File: src/rtl/deque_arb_pkg.sv
// Package for the shared deque controller.
// Holds the opcode encoding seen on each requester's req_op field and small
// decode helpers shared by the top level.
package deque_arb_pkg;

  localparam int unsigned OpWidth = 3;

  typedef enum logic [OpWidth-1:0] {
    OpPushBack  = 3'd0,
    OpPushFront = 3'd1,
    OpPopBack   = 3'd2,
    OpPopFront  = 3'd3,
    OpGet       = 3'd4
  } op_e;

  // Encodings 5..7 are reserved and answered with an error response.
  function automatic logic op_is_illegal(logic [OpWidth-1:0] op);
    return op > OpWidth'(OpGet);
  endfunction

endpackage

File: src/rtl/rr_arbiter.sv
// Combinational round-robin arbiter.
// Ports:
//   req_i       - request vector, one bit per requester
//   rr_ptr_i    - requester index that has highest priority this cycle
//   gnt_o       - one-hot grant (all zero when no request)
//   gnt_idx_o   - binary index of the granted requester (0 when none)
//   gnt_valid_o - a grant was issued
module rr_arbiter #(
  parameter int unsigned NUM_REQ = 4,
  localparam int unsigned IDW = $clog2(NUM_REQ)
) (
  input  logic [NUM_REQ-1:0] req_i,
  input  logic [IDW-1:0]     rr_ptr_i,
  output logic [NUM_REQ-1:0] gnt_o,
  output logic [IDW-1:0]     gnt_idx_o,
  output logic               gnt_valid_o
);

  always_comb begin
    int unsigned cand;
    logic [IDW-1:0] cand_idx;
    logic found;
    cand        = 0;
    cand_idx    = '0;
    found       = 1'b0;
    gnt_o       = '0;
    gnt_idx_o   = '0;
    gnt_valid_o = 1'b0;
    // Scan starting at rr_ptr_i, wrapping; first hit wins.
    for (int unsigned k = 0; k < NUM_REQ; k++) begin
      cand     = (32'(rr_ptr_i) + k) % NUM_REQ;
      cand_idx = IDW'(cand);
      if (!found && req_i[cand_idx]) begin
        found           = 1'b1;
        gnt_o[cand_idx] = 1'b1;
        gnt_idx_o       = cand_idx;
        gnt_valid_o     = 1'b1;
      end
    end
  end

endmodule

File: src/rtl/deque_port_arbiter.sv
// Shared double-ended queue with a round-robin request port per agent.
// Ports:
//   clk, rst      - clock and synchronous active-high reset
//   flush         - clears the deque contents; blocks all grants that cycle
//   req_valid     - per-requester request valid
//   req_op        - per-requester opcode (3 bits each, see deque_arb_pkg)
//   req_idx       - per-requester GET index, 0 = front
//   req_data      - per-requester push data
//   req_ready     - one-hot grant; a request transfers on valid & ready
//   rsp_valid     - one-cycle response strobe, cycle after acceptance
//   rsp_id        - requester being answered
//   rsp_data      - popped / read element, 0 for pushes and errors
//   rsp_err       - request rejected without state change
//   count         - current occupancy
//   full, empty   - occupancy flags derived from count
module deque_port_arbiter
  import deque_arb_pkg::*;
#(
  parameter int unsigned NUM_REQ = 4,
  parameter int unsigned WIDTH   = 32,
  parameter int unsigned DEPTH   = 16,
  localparam int unsigned IDXW   = $clog2(DEPTH),
  localparam int unsigned CNTW   = $clog2(DEPTH + 1),
  localparam int unsigned IDW    = $clog2(NUM_REQ)
) (
  input  logic                       clk,
  input  logic                       rst,
  input  logic                       flush,
  input  logic [NUM_REQ-1:0]         req_valid,
  input  logic [NUM_REQ*OpWidth-1:0] req_op,
  input  logic [NUM_REQ*IDXW-1:0]    req_idx,
  input  logic [NUM_REQ*WIDTH-1:0]   req_data,
  output logic [NUM_REQ-1:0]         req_ready,
  output logic                       rsp_valid,
  output logic [IDW-1:0]             rsp_id,
  output logic [WIDTH-1:0]           rsp_data,
  output logic                       rsp_err,
  output logic [CNTW-1:0]            count,
  output logic                       full,
  output logic                       empty
);

  // Deque state. head points at the front element, tail one past the back;
  // both wrap naturally because DEPTH is a power of two.
  logic [IDXW-1:0]  head_q, head_d;
  logic [IDXW-1:0]  tail_q, tail_d;
  logic [CNTW-1:0]  count_q, count_d;
  logic [IDW-1:0]   rr_ptr_q, rr_ptr_d;

  logic             rsp_valid_q, rsp_valid_d;
  logic [IDW-1:0]   rsp_id_q, rsp_id_d;
  logic [WIDTH-1:0] rsp_data_q, rsp_data_d;
  logic             rsp_err_q, rsp_err_d;

  logic [WIDTH-1:0] mem_q [DEPTH];
  logic             mem_we;
  logic [IDXW-1:0]  mem_waddr;
  logic [WIDTH-1:0] mem_wdata;
  logic [IDXW-1:0]  rd_addr;

  // Arbitration. Reset and flush suppress every request so no grant is seen.
  logic [NUM_REQ-1:0] arb_req;
  logic [NUM_REQ-1:0] gnt;
  logic [IDW-1:0]     gnt_idx;
  logic               gnt_valid;

  assign arb_req = (rst || flush) ? '0 : req_valid;

  rr_arbiter #(
    .NUM_REQ (NUM_REQ)
  ) u_rr_arbiter (
    .req_i       (arb_req),
    .rr_ptr_i    (rr_ptr_q),
    .gnt_o       (gnt),
    .gnt_idx_o   (gnt_idx),
    .gnt_valid_o (gnt_valid)
  );

  assign req_ready = gnt;

  // Fields of the granted requester.
  logic [OpWidth-1:0] sel_op;
  logic [IDXW-1:0]    sel_idx;
  logic [WIDTH-1:0]   sel_data;

  assign sel_op   = req_op[32'(gnt_idx) * OpWidth +: OpWidth];
  assign sel_idx  = req_idx[32'(gnt_idx) * IDXW +: IDXW];
  assign sel_data = req_data[32'(gnt_idx) * WIDTH +: WIDTH];

  logic full_c, empty_c, idx_in_range;

  assign full_c       = (count_q == CNTW'(DEPTH));
  assign empty_c      = (count_q == '0);
  assign idx_in_range = (CNTW'(sel_idx) < count_q);

  always_comb begin
    head_d      = head_q;
    tail_d      = tail_q;
    count_d     = count_q;
    rr_ptr_d    = rr_ptr_q;
    rsp_valid_d = 1'b0;
    rsp_id_d    = '0;
    rsp_data_d  = '0;
    rsp_err_d   = 1'b0;
    mem_we      = 1'b0;
    mem_waddr   = tail_q;
    mem_wdata   = sel_data;
    rd_addr     = head_q;

    if (gnt_valid) begin
      rsp_valid_d = 1'b1;
      rsp_id_d    = gnt_idx;
      // Errored requests still consume their turn.
      rr_ptr_d    = (gnt_idx == IDW'(NUM_REQ - 1)) ? '0 : gnt_idx + IDW'(1);

      if (op_is_illegal(sel_op)) begin
        rsp_err_d = 1'b1;
      end else begin
        case (op_e'(sel_op))
          OpPushBack: begin
            if (full_c) begin
              rsp_err_d = 1'b1;
            end else begin
              mem_we    = 1'b1;
              mem_waddr = tail_q;
              tail_d    = tail_q + IDXW'(1);
              count_d   = count_q + CNTW'(1);
            end
          end
          OpPushFront: begin
            if (full_c) begin
              rsp_err_d = 1'b1;
            end else begin
              mem_we    = 1'b1;
              mem_waddr = head_q - IDXW'(1);
              head_d    = head_q - IDXW'(1);
              count_d   = count_q + CNTW'(1);
            end
          end
          OpPopBack: begin
            if (empty_c) begin
              rsp_err_d = 1'b1;
            end else begin
              rd_addr    = tail_q - IDXW'(1);
              rsp_data_d = mem_q[rd_addr];
              tail_d     = tail_q - IDXW'(1);
              count_d    = count_q - CNTW'(1);
            end
          end
          OpPopFront: begin
            if (empty_c) begin
              rsp_err_d = 1'b1;
            end else begin
              rd_addr    = head_q;
              rsp_data_d = mem_q[rd_addr];
              head_d     = head_q + IDXW'(1);
              count_d    = count_q - CNTW'(1);
            end
          end
          OpGet: begin
            if (!idx_in_range) begin
              rsp_err_d = 1'b1;
            end else begin
              rd_addr    = head_q + sel_idx;
              rsp_data_d = mem_q[rd_addr];
            end
          end
          default: begin
            rsp_err_d = 1'b1;
          end
        endcase
      end
    end

    // No grant is possible during flush, so only the pointers need clearing.
    if (flush) begin
      head_d  = '0;
      tail_d  = '0;
      count_d = '0;
    end
  end

  always_ff @(posedge clk) begin
    if (rst) begin
      head_q      <= '0;
      tail_q      <= '0;
      count_q     <= '0;
      rr_ptr_q    <= '0;
      rsp_valid_q <= 1'b0;
      rsp_id_q    <= '0;
      rsp_data_q  <= '0;
      rsp_err_q   <= 1'b0;
    end else begin
      head_q      <= head_d;
      tail_q      <= tail_d;
      count_q     <= count_d;
      rr_ptr_q    <= rr_ptr_d;
      rsp_valid_q <= rsp_valid_d;
      rsp_id_q    <= rsp_id_d;
      rsp_data_q  <= rsp_data_d;
      rsp_err_q   <= rsp_err_d;
    end
  end

  // Storage is not reset; mem_we is already blocked while rst is high.
  always_ff @(posedge clk) begin
    if (mem_we) begin
      mem_q[mem_waddr] <= mem_wdata;
    end
  end

  assign rsp_valid = rsp_valid_q;
  assign rsp_id    = rsp_id_q;
  assign rsp_data  = rsp_data_q;
  assign rsp_err   = rsp_err_q;
  assign count     = count_q;
  assign full      = full_c;
  assign empty     = empty_c;

endmodule
File: config.mk
export PLATFORM = sky130hd
export DESIGN_NAME = deque_port_arbiter
export DESIGN_NICKNAME = d
export VERILOG_FILES = /design/src/rtl/deque_arb_pkg.sv /design/src/rtl/rr_arbiter.sv /design/src/rtl/deque_port_arbiter.sv
export SDC_FILE = /design/constraint.sdc
export NUM_CORES = 1
export LEC_CHECK = 0
export ABC_AREA = 0
export CAP_MARGIN = 25
export CORE_AREA = 3 3 243 245
export CTS_CLUSTER_DIAMETER = 150
export DETAILED_ROUTE_END_ITERATION = 10
export DIE_AREA = 0 0 246 248
export PLACE_DENSITY = 0.76
export SLEW_MARGIN = 20
export SYNTH_ARGS = -nofsm -noshare
export SYNTH_HDL_FRONTEND = slang
export SYNTH_SLANG_ARGS = --single-unit
File: constraint.sdc
create_clock -name clk -period 14.1 [get_ports clk]
set_input_delay 2.115 -clock clk [delete_from_list [all_inputs] [get_ports clk]]
set_output_delay 2.115 -clock clk [all_outputs]
set_load 0.005 [all_outputs]
==> results of run 1 <==
==> worst min-delay path, cell delays in order, from the launching register on <==
cell	delay (ns)
dfxtp_1	0.36
nand2_1	0.08
a21oi_1	0.05
==> cell type report <==
type	instances	area, um2
inverters	20	75.1
clock inverters	26	253
multi-input cells	1064	15100
clock buffers	83	1600
flip-flops and latches	567	16500
fillers	3792	20300
repair buffers	272	2620
well taps	765	957
==> worst min-delay path by stage <==
stage / slack, ns / to / cells after the start
5_1_grt: 0.56 / count[3] / 2
3_5_place_dp: 0.54 / count[3] / 2
2_1_floorplan: 0.49 / count[3] / 2
4_1_cts: 0.55 / count[3] / 2
6_report: 0.54 / count[3] / 2
3_3_place_gp: 0.52 / count[3] / 2
==> logic make-up after synthesis <==
| logic type | Yosys count | share of synthesized area |
|---|---|---|
| mux | 544 | 0.362 |
| xor+xnor | 11 | 0.00325 |
| simple gates | 324 | 0.0476 |
| flops | 567 | 0.516 |
| buf+inv | 181 | 0.0230 |
| fa+ha+maj | 20 | 0.00831 |
| compound gates | 165 | 0.0399 |
==> sequential cells by signal, summed over array words and instances (netlist names), named ones only <==
name       cells
mem_q        512
rsp_data      32
count          5
head_q         4
tail_q         4
rr_ptr_q       2
rsp_id         2
rsp_err        1
rsp_valid      1
==> per-layer routing <==
metal,GRT usage,routed length (um)
met1,0.403,32000
met5,0,27
met4,0.133,4140
met3,0.0865,12600
met2,0.508,45600
==> cell usage after synthesis, types with 8 or more instances <==
cell	n
dfxtp_1	55
buf_2	10
edfxtp_1	512
a21oi_1	19
mux2i_1	57
buf_1	27
nor3_1	9
and3_1	34
a31oi_1	36
nand2_1	161
inv_1	18
ha_1	18
clkbuf_1	117
mux4_2	456
a41o_1	32
nor2_1	70
a22oi_1	10
nand3_1	8
mux4_1	24
o221ai_1	11
o21ai_0	12
nor2b_1	8
==> through the flow <==
| stage | total power [mW] | utilization | hold slack, ns | std cells |
|---|---|---|---|---|
| final | 4.20 | 0.646 | 0.545 | 2797 |
| after floorplan | 2.46 | - | 0.489 | 1812 |
| after global placement | 2.69 | 0.609 | 0.523 | 2676 |
| after CTS | 4.20 | 0.643 | 0.548 | 2792 |
| after detailed placement | 2.71 | 0.611 | 0.536 | 2683 |
| after global routing | 4.34 | 0.646 | 0.562 | 2797 |
==> power by group <==
group	leakage (nW)	total, mW	internal, mW	switching [mW]
Combinational	5.86	0.783	0.370	0.413
Sequential	5.05	1.91	1.90	0.0141
Clock	0.891	1.51	0.861	0.647
==> qor.csv, run 1 <==
stage;metric;value;unit
cells_and_area;commonest non-fill, non-tap cell in the layout;edfxtp_1;
logic_synthesis;synthesized net count;1995;
hold_path;Worst Hold Launch;count[3];
critical_path;Crit path top cell by count;buf_4;
place;Cell Area, Placed;35100;um2
logic_synthesis;synthesized area;31900;um2
clocking;total setup buffers inserted after CTS;0;
critical_path;WS Path Type;input pin to flip-flop;
route;Via density;7.45;
outcome;status;finished, final reports clean;
global_routing;initial antenna violation count;2;
clocking;clock latency on the worst-skew pair;0.63;ns
global_routing;Overflow after GRT;0;
clocking;CTS Buffer Depth;3;
logic_synthesis;Seq/Total Area, Yosys;0.516;
place;gpl congestion;0.860;
floorplanning;Initial Util;0.557;
route;post-route antenna net violation count;0;
timing;Slew Viols, Final;0;
critical_path;crit end category;flip-flop;
critical_path;Worst path slowest cell;fa_4;
logic_synthesis;Synth async-reset ratio;0;
logic_synthesis;share of the synthesized area in the top cell type;0.481;
route;drt drc;0;
timing;Fin Clk Skew;0.0288;ns
logic_synthesis;Yosys cell types;78;
cells_and_area;antenna cells;0;
critical_path;Reg2Reg Setup Slack;6.53;ns
timing;Min Clock Period, post-route;8.53;ns
timing;setup_tns;0;ns
pwr;peak supply drop;0.0000954;V
critical_path;worst endpoint required time;14.59;ns
floorplanning;I/O pin total;210;
floorplanning;area of the die;61000;um2
route;DR WL/cell;33.7;um
critical_path;Worst Path Max Fanout;56;
timing;relative slew slack;0.245;
pwr;PwrDens;113;nW/um2
timing;number of setup violations in the final report;0;
critical_path;worst path cell trace;clkdlybuf4s50_1 -> or2_0 -> nor2_1 -> o21ai_4 -> buf_4 -> inv_2 -> buf_4 -> nand3_1 -> and2_1 -> inv_1 -> fa_4 -> buf_4 -> buf_16 -> mux4_2 -> mux4_1 -> a41o_1;
logic_synthesis;dominant cells by area after synthesis;edfxtp_1 48%, mux4_2 32%, dfxtp_1 3.4%;
route;drt initial violations;2880;
global_routing;vias in the first global route;21200;
route;final wirelength;94.3;mm
critical_path;R2R Path End;rsp_data[19];
critical_path;CP startpoint kind;input pin;
timing;Max Fclk;0.117;GHz
run;max cap viols;0;
clocking;clk slew on worst S/H paths;0.06;ns
timing;RSZ-0062 raised after global routing;no;
cells_and_area;Layout area overhead;16.1;%
critical_path;max incr delay on CP;1.41;ns
cells_and_area;layout cell share with drive strength beyond 1;0.331;
critical_path;Worst Setup EP;rsp_data[19];
logic_synthesis;leading area contributor after synthesis;edfxtp_1;
cells_and_area;nets;2166;
critical_path;Worst EP arrival;9.02;ns
logic_synthesis;Mapped Cells;1812;
global_routing;first-pass GRT wire length;138;mm
cells_and_area;Finished Cell Area;37100;um2
global_routing;largest net degree at the start of global routing;74;
logic_synthesis;Post-synth EDFFs;512;
cells_and_area;most frequent cells in the layout;512 x edfxtp_1, 456 x mux4_2, 209 x clkdlybuf4s50_1;
route;1st-pass router iterations;7;
floorplanning;core area;57400;um2
critical_path;Critical Path Start;rst;
floorplanning;Row Count;88;
clocking;clock sinks;567;
place;DP HPWL;52.9;mm
clocking;cts repair resizes;0;
place;worst slack at placement;4.92;ns
timing;Final Hold Fails;0;
clocking;Post-CTS Hold Fix Bufs;0;
clocking;clock tree from TritonCTS;built;
critical_path;R2R cell count;17;
logic_synthesis;Main synth FF type;edfxtp_1;
global_routing;GR Util All Layers;0.313;
critical_path;CP delay by family, top;buffers and inverters;
route;via count;20800;
timing;Final Cycle Share;0.605;
critical_path;Crit path depth;16;
logic_synthesis;Ys Warns;0;
pwr;static leakage;11.8;nW
critical_path;Reg2Reg Launch Point;rr_ptr_q[0];
floorplanning;Die W;246;um
clocking;root buffer cell;clkbuf_16;
timing;Worst Tran Pin Value;1.13;ns
place;port bufs;209;
timing;setup ws final;5.57;ns
floorplanning;Die Ht;248;um
clocking;H-tree lvl count;2;
logic_synthesis;syn avg cell area;17.6;um2
logic_synthesis;Seq cells post-synth;567;
hold_path;type of the worst min-delay path;flip-flop to flip-flop;
critical_path;WP buf/inv;7;
clocking;cts bufs inserted;58;
No activity file was read; power rests on OpenSTA's default activity.
==> inputs of run 2 (changes only) <==
- CORE_AREA: 3 3 243 245 -> 3 3 248 250
- DIE_AREA: 0 0 246 248 -> 0 0 251 253
- clock period: 14.1 -> 7.3 ns (I/O delays scaled with it)
==> qor.csv, run 2 (synthesis results as in run 1) <==
stage;metric;value;unit;change
timing;Final Hold Fails;0;;unchanged
pwr;NetSw;2.14;mW;was 1.07 mW
critical_path;crit end category;flip-flop;;unchanged
pwr;Sequential Power Share;0.438;;was 0.455
global_routing;initial antenna violation count;3;;was 2
clocking;clock tree from TritonCTS;built;;unchanged
route;DR WL/cell;33.5;um;was 33.7 um
run;max cap viols;0;;unchanged
pwr;peak supply drop;0.000187;V;was 0.0000954 V
route;1st-pass router iterations;9;;was 7
critical_path;WS Path Type;input pin to flip-flop;;unchanged
timing;Min Clock Period, post-route;6.12;ns;
timing;setup_tns;0;ns;unchanged
critical_path;CP startpoint kind;input pin;;unchanged
route;drt initial violations;2765;;was 2880
cells_and_area;max reg flops;512;;unchanged
global_routing;vias in the first global route;21500;;was 21.2k
pwr;PwrDens;224;nW/um2;was 113 nW/um2
clocking;CTS Buffer Depth;3;;unchanged
pwr;Pwr Total;8.43;mW;was 4.20 mW
timing;relative slew slack;0.314;;was 0.245
clocking;clock latency on the worst-skew pair;0.63;ns;about the same
floorplanning;Initial Util;0.539;;was 0.557
place;worst slack at placement;0.666;ns;was 4.92 ns
floorplanning;Die W;251;um;was 246 um
pwr;Net Sw Frac;0.254;;was 0.256
timing;setup ws final;1.18;ns;was 5.57 ns
cells_and_area;nets;2182;;was 2166
clocking;root buffer cell;clkbuf_16;;unchanged
place;Cell Area, Placed;35500;um2;was 35100 um2
critical_path;Worst path slowest cell;fa_4;;unchanged
pwr;static leakage;12.0;nW;was 11.8 nW
place;gpl congestion;0.854;;was 0.860
route;final wirelength;94.6;mm;was 94.3 mm
floorplanning;Die Ht;253;um;was 248 um
timing;Worst Tran Pin Value;1.00;ns;was 1.13 ns
cells_and_area;Layout area overhead;17.6;%;was 16.1%
cells_and_area;commonest non-fill, non-tap cell in the layout;edfxtp_1;;unchanged
pwr;Combinational Power Share;0.184;;was 0.186
critical_path;worst path cell trace;clkdlybuf4s50_1 -> nor2_1 -> nand3_1 -> o22ai_4 -> o221ai_1 -> a22oi_1 -> a22o_1 -> ha_4 -> inv_1 -> fa_4 -> buf_4 -> mux4_2 -> mux4_1 -> a41o_1;;was clkdlybuf4s50_1 -> or2_0 -> nor2_1 -> o21ai_4 -> buf_4 -> inv_2 -> buf_4 -> nand3_1 -> and2_1 -> inv_1 -> fa_4 -> buf_4 -> buf_16 -> mux4_2 -> mux4_1 -> a41o_1
timing;RSZ-0062 raised after global routing;no;;unchanged
outcome;status;finished, violations left;;was finished, final reports clean
critical_path;Worst Path Max Fanout;26;;was 56
timing;Fin Clk Skew;0.0133;ns;was 0.0288 ns
route;post-route antenna net violation count;0;;unchanged
critical_path;WP buf/inv;3;;was 7
pwr;internal power;6.28;mW;was 3.13 mW
timing;Final Cycle Share;0.839;;
floorplanning;area of the die;63500;um2;was 61000 um2
clocking;Post-CTS Hold Fix Bufs;0;;unchanged
place;port bufs;209;;unchanged
global_routing;first-pass GRT wire length;139;mm;was 138 mm
floorplanning;I/O pin total;210;;unchanged
clocking;clk slew on worst S/H paths;0.06;ns;about the same
pwr;Clk pwr share;0.378;;was 0.359
cells_and_area;layout cell share with drive strength beyond 1;0.338;;was 0.331
clocking;H-tree lvl count;2;;unchanged
place;DP HPWL;55.1;mm;was 52.9 mm
outcome;failing checks;design-rule violations;;
critical_path;Worst EP arrival;6.63;ns;was 9.02 ns
timing;Max Fclk;0.163;GHz;
clocking;cts bufs inserted;60;;was 58
floorplanning;core area;59200;um2;was 57400 um2
hold_path;type of the worst min-delay path;flip-flop to flip-flop;;unchanged
route;Via density;7.37;;was 7.45
critical_path;worst endpoint required time;7.81;ns;was 14.59 ns
clocking;cts repair resizes;0;;unchanged
timing;Slew Viols, Final;0;;unchanged
route;drt drc;2;;was 0
timing;number of setup violations in the final report;0;;unchanged
clocking;clock sinks;567;;unchanged
critical_path;max incr delay on CP;1.14;ns;was 1.41 ns
floorplanning;Row Count;89;;was 88
critical_path;CP delay by family, top;adder cells;;was buffers and inverters
cells_and_area;Finished Cell Area;37600;um2;was 37100 um2
cells_and_area;most frequent cells in the layout;512 x edfxtp_1, 456 x mux4_2, 209 x clkdlybuf4s50_1;;unchanged
global_routing;Overflow after GRT;0;;unchanged
cells_and_area;register with the most flip-flops;mem_q;;unchanged
clocking;total setup buffers inserted after CTS;0;;unchanged
global_routing;GR Util All Layers;0.299;;was 0.313
global_routing;largest net degree at the start of global routing;97;;was 74
route;via count;20800;;about the same
[run 2: cell count changes in the layout (fill, tap and decap cells not counted), moves of 3 or more]
cell       change
bufinv_16      +5
a31oi_1        +5
buf_12        +20
buf_2          -4
clkinv_2       +6
clkbuf_1      -12
a31oi_2        -5
buf_16         -3
[run 2: worst paths after layout]
path,start,endpoint,slack (ns),cells after the start
max,rst,rsp_data[14],1.18,14
min,count[4],count[4],0.55,1
max reg2reg,rr_ptr_q[1],rsp_data[14],1.20,16
min reg2reg,count[4],count[4],0.55,1
[run 2: area by class of cell]
type / instances / area, um2
clock inverters: 39 / 453
multi-input cells: 1064 / 15000
inverters: 20 / 75.1
diodes: 1 / 2.50
flip-flops and latches: 567 / 16500
clock buffers: 73 / 1600
fillers: 3921 / 21700
well taps: 773 / 967
repair buffers: 286 / 2940
[run 2: stage by stage]
stage,cells,utilization,hold slack [ns]
global placement,2703,0.597,0.535
global route,2822,0.634,0.596
finish,2823,0.634,0.553
floorplan,1812,-,0.489
CTS,2822,0.633,0.551
detailed placement,2710,0.598,0.539
[run 2: power groups by stage]
stage               combinational, mW  clock, mW  sequential (mW)
finish                           1.55       3.19             3.69
floorplan                        1.01          0             3.75
CTS                              1.53       3.20             3.69
detailed placement               1.52          0             3.76
global placement                 1.47          0             3.76
global route                     1.63       3.33             3.69
[run 2: per-layer routing]
metal / global-route usage / vias to the layer above / share of wire / wire length [um]
met5: 0 / - / 0.00014 / 13
met4: 0.125 / 2 / 0.045 / 4290
met3: 0.0751 / 303 / 0.13 / 12200
met2: 0.484 / 1625 / 0.48 / 45300
met1: 0.392 / 10600 / 0.35 / 32800
li1: - / 8224 / - / -
==> inputs of run 3 (changes only) <==
- clock period: 7.3 -> 5.6 ns (I/O delays scaled with it)
==> qor.csv, run 3 (synthesis results as in run 1) <==
stage;metric;value;unit;change
run;max cap viols;0;;unchanged
global_routing;initial antenna violation count;1;;was 3
critical_path;Reg2Reg Launch Point;rr_ptr_q[1];;unchanged
cells_and_area;antenna cells;0;;was 1
place;DP HPWL;58.4;mm;was 55.1 mm
hold_path;Hold Path End;count[3];;was count[4]
cells_and_area;max reg flops;512;;unchanged
floorplanning;Die Ht;253;um;unchanged
timing;Final Hold Fails;0;;unchanged
clocking;total setup buffers inserted after CTS;0;;unchanged
route;drt initial violations;2299;;was 2765
critical_path;R2R Path End;rsp_data[14];;unchanged
timing;RSZ-0062 raised after global routing;no;;unchanged
timing;setup ws final;0.324;ns;was 1.18 ns
global_routing;first-pass GRT wire length;141;mm;was 139 mm
cells_and_area;register with the most flip-flops;mem_q;;unchanged
clocking;clock latency on the worst-skew pair;0.62;ns;was 0.63 ns
timing;Min Clock Period, post-route;5.28;ns;
clocking;H-tree lvl count;2;;unchanged
timing;Max Fclk;0.190;GHz;
floorplanning;area of the die;63500;um2;unchanged
hold_path;Worst Hold Launch;count[3];;was count[4]
timing;Final Cycle Share;0.942;;
outcome;status;finished, final reports clean;;was finished, violations left
pwr;Pwr Total;11.1;mW;was 8.43 mW
critical_path;Worst EP arrival;5.78;ns;was 6.63 ns
clocking;CTS Buffer Depth;3;;unchanged
route;drt drc;0;;was 2
clocking;clk slew on worst S/H paths;0.07;ns;was 0.06 ns
place;gpl congestion;0.865;;was 0.854
floorplanning;Row Count;89;;unchanged
critical_path;crit end category;flip-flop;;unchanged
global_routing;largest net degree at the start of global routing;113;;was 97
hold_path;hold path cells;2;;was 1
critical_path;Worst Path Max Fanout;21;;was 26
cells_and_area;commonest non-fill, non-tap cell in the layout;edfxtp_1;;unchanged
timing;Worst Tran Pin Value;1.15;ns;was 1.00 ns
floorplanning;Initial Util;0.539;;unchanged
global_routing;vias in the first global route;21900;;was 21.5k
timing;Fin Clk Skew;0.0234;ns;was 0.0133 ns
cells_and_area;nets;2262;;was 2182
global_routing;GR Util All Layers;0.301;;was 0.299
timing;number of setup violations in the final report;0;;unchanged
critical_path;CP startpoint kind;flip-flop;;was input pin
clocking;clock tree from TritonCTS;built;;unchanged
route;post-route antenna net violation count;0;;unchanged
route;final wirelength;94.8;mm;was 94.6 mm
floorplanning;I/O pin total;210;;unchanged
place;worst slack at placement;-0.00937;ns;was 0.666 ns
hold_path;type of the worst min-delay path;flip-flop to flip-flop;;unchanged
clocking;clock sinks;567;;unchanged
timing;setup_tns;0;ns;unchanged
place;port bufs;209;;unchanged
route;DR WL/cell;32.7;um;was 33.5 um
cells_and_area;Layout area overhead;20.5;%;was 17.6%
timing;Slew Viols, Final;0;;unchanged
route;Via density;7.28;;was 7.37
clocking;cts repair resizes;0;;unchanged
cells_and_area;area of the multi-input gates;15000;um2;about the same
floorplanning;core area;59200;um2;unchanged
floorplanning;Die W;251;um;unchanged
clocking;Post-CTS Hold Fix Bufs;0;;unchanged
pwr;PwrDens;288;nW/um2;was 224 nW/um2
critical_path;worst endpoint required time;6.11;ns;was 7.81 ns
critical_path;Reg2Reg Setup Slack;0.32;ns;was 1.20 ns
cells_and_area;Fill cells;3908;;was 3921
cells_and_area;FF+latch area;16500;um2;unchanged
cells_and_area;Post-Route Utilization;0.649;;was 0.634
clocking;cts bufs inserted;57;;was 60
cells_and_area;most frequent cells in the layout;512 x edfxtp_1, 456 x mux4_2, 209 x clkdlybuf4s50_1;;unchanged
critical_path;WS Path Type;flip-flop to flip-flop;;was input pin to flip-flop
critical_path;R2R cell count;17;;was 16
cells_and_area;layout cell share with drive strength beyond 1;0.359;;was 0.338
pwr;static leakage;12.5;nW;was 12.0 nW
route;1st-pass router iterations;7;;was 9
clocking;root buffer cell;clkbuf_16;;unchanged
route;via count;21100;;was 20.8k
pwr;peak supply drop;0.000269;V;was 0.000187 V
timing;relative slew slack;0.232;;was 0.314
global_routing;Overflow after GRT;0;;unchanged
## run 3: cell types whose count changed in the layout (fill, tap and decap cells not counted), moves of 2 or more
cell        previous run  this run
buf_2                  2         0
bufinv_16              9        11
clkbuf_1               9        11
clkinv_2              14        10
buf_12                21        48
a31oi_1               24        30
clkbuf_8               3         7
a31oi_2               12         6
clkbuf_16             61        58
buf_4                 53       112
clkinvlp_4             5         1
## run 3: layer usage
layer | global-route usage | up-vias | routed length [um]
met5 | 0 | - | 13
met3 | 0.0816 | 315 | 12000
li1 | - | 8382 | -
met2 | 0.490 | 1616 | 45600
met4 | 0.128 | 2 | 4370
met1 | 0.387 | 10800 | 32800
## run 3: metrics by stage
stage	cell area (um2)	hold WS, ns	instances
2_1_floorplan	32000	0.489	1812
3_3_place_gp	36400	0.524	2790
3_5_place_dp	36400	0.548	2792
4_1_cts	38400	0.557	2899
5_1_grt	38500	0.585	2900
6_report	38500	0.556	2900
## run 3: layout make-up
class / count / area share
clock buffer: 76 / 0.0413
clock inverter: 31 / 0.0117
inverter: 20 / 0.00195
multi-input combinational: 1064 / 0.390
sequential: 567 / 0.429
tap: 773 / 0.0251
timing repair buffer: 369 / 0.101
## run 3: where the power goes
part | leakage, nW | switching (mW) | internal (mW)
registers | 5.05 | 0.0389 | 4.78
logic | 6.48 | 1.07 | 1.08
clock network | 1.00 | 1.63 | 2.50
total | 12.5 | 2.74 | 8.35
## run 3: worst max-delay path, stage by stage (launching register included)
cell and delay [ns]:
dfxtp_1 0.33, inv_1 0.14, ha_1 0.49, or3b_1 0.41, o22a_1 0.33, mux2i_4 0.25
mux2_4 0.36, inv_2 0.14, nand2_1 0.08, nand3_1 0.07, and2_1 0.19, inv_1 0.07
fa_4 0.80, buf_12 0.18, buf_12 0.20, mux4_2 0.32, mux4_1 0.52, a41o_1 0.25
## run 3: how the worst max path moves through the flow
stage / from / end / slack, ns / cells past startpoint
finish: rr_ptr_q[1] / rsp_data[14] / 0.32 / 17
floorplan: rr_ptr_q[0] / mem_q[15][0] / -0.13 / 18
global placement: flush / rsp_data[16] / 0.12 / 16
CTS: rr_ptr_q[1] / rsp_data[17] / 0.35 / 17
detailed placement: req_valid[0] / rsp_data[17] / -0.009 / 15
global route: rr_ptr_q[1] / rsp_data[13] / 0.06 / 17
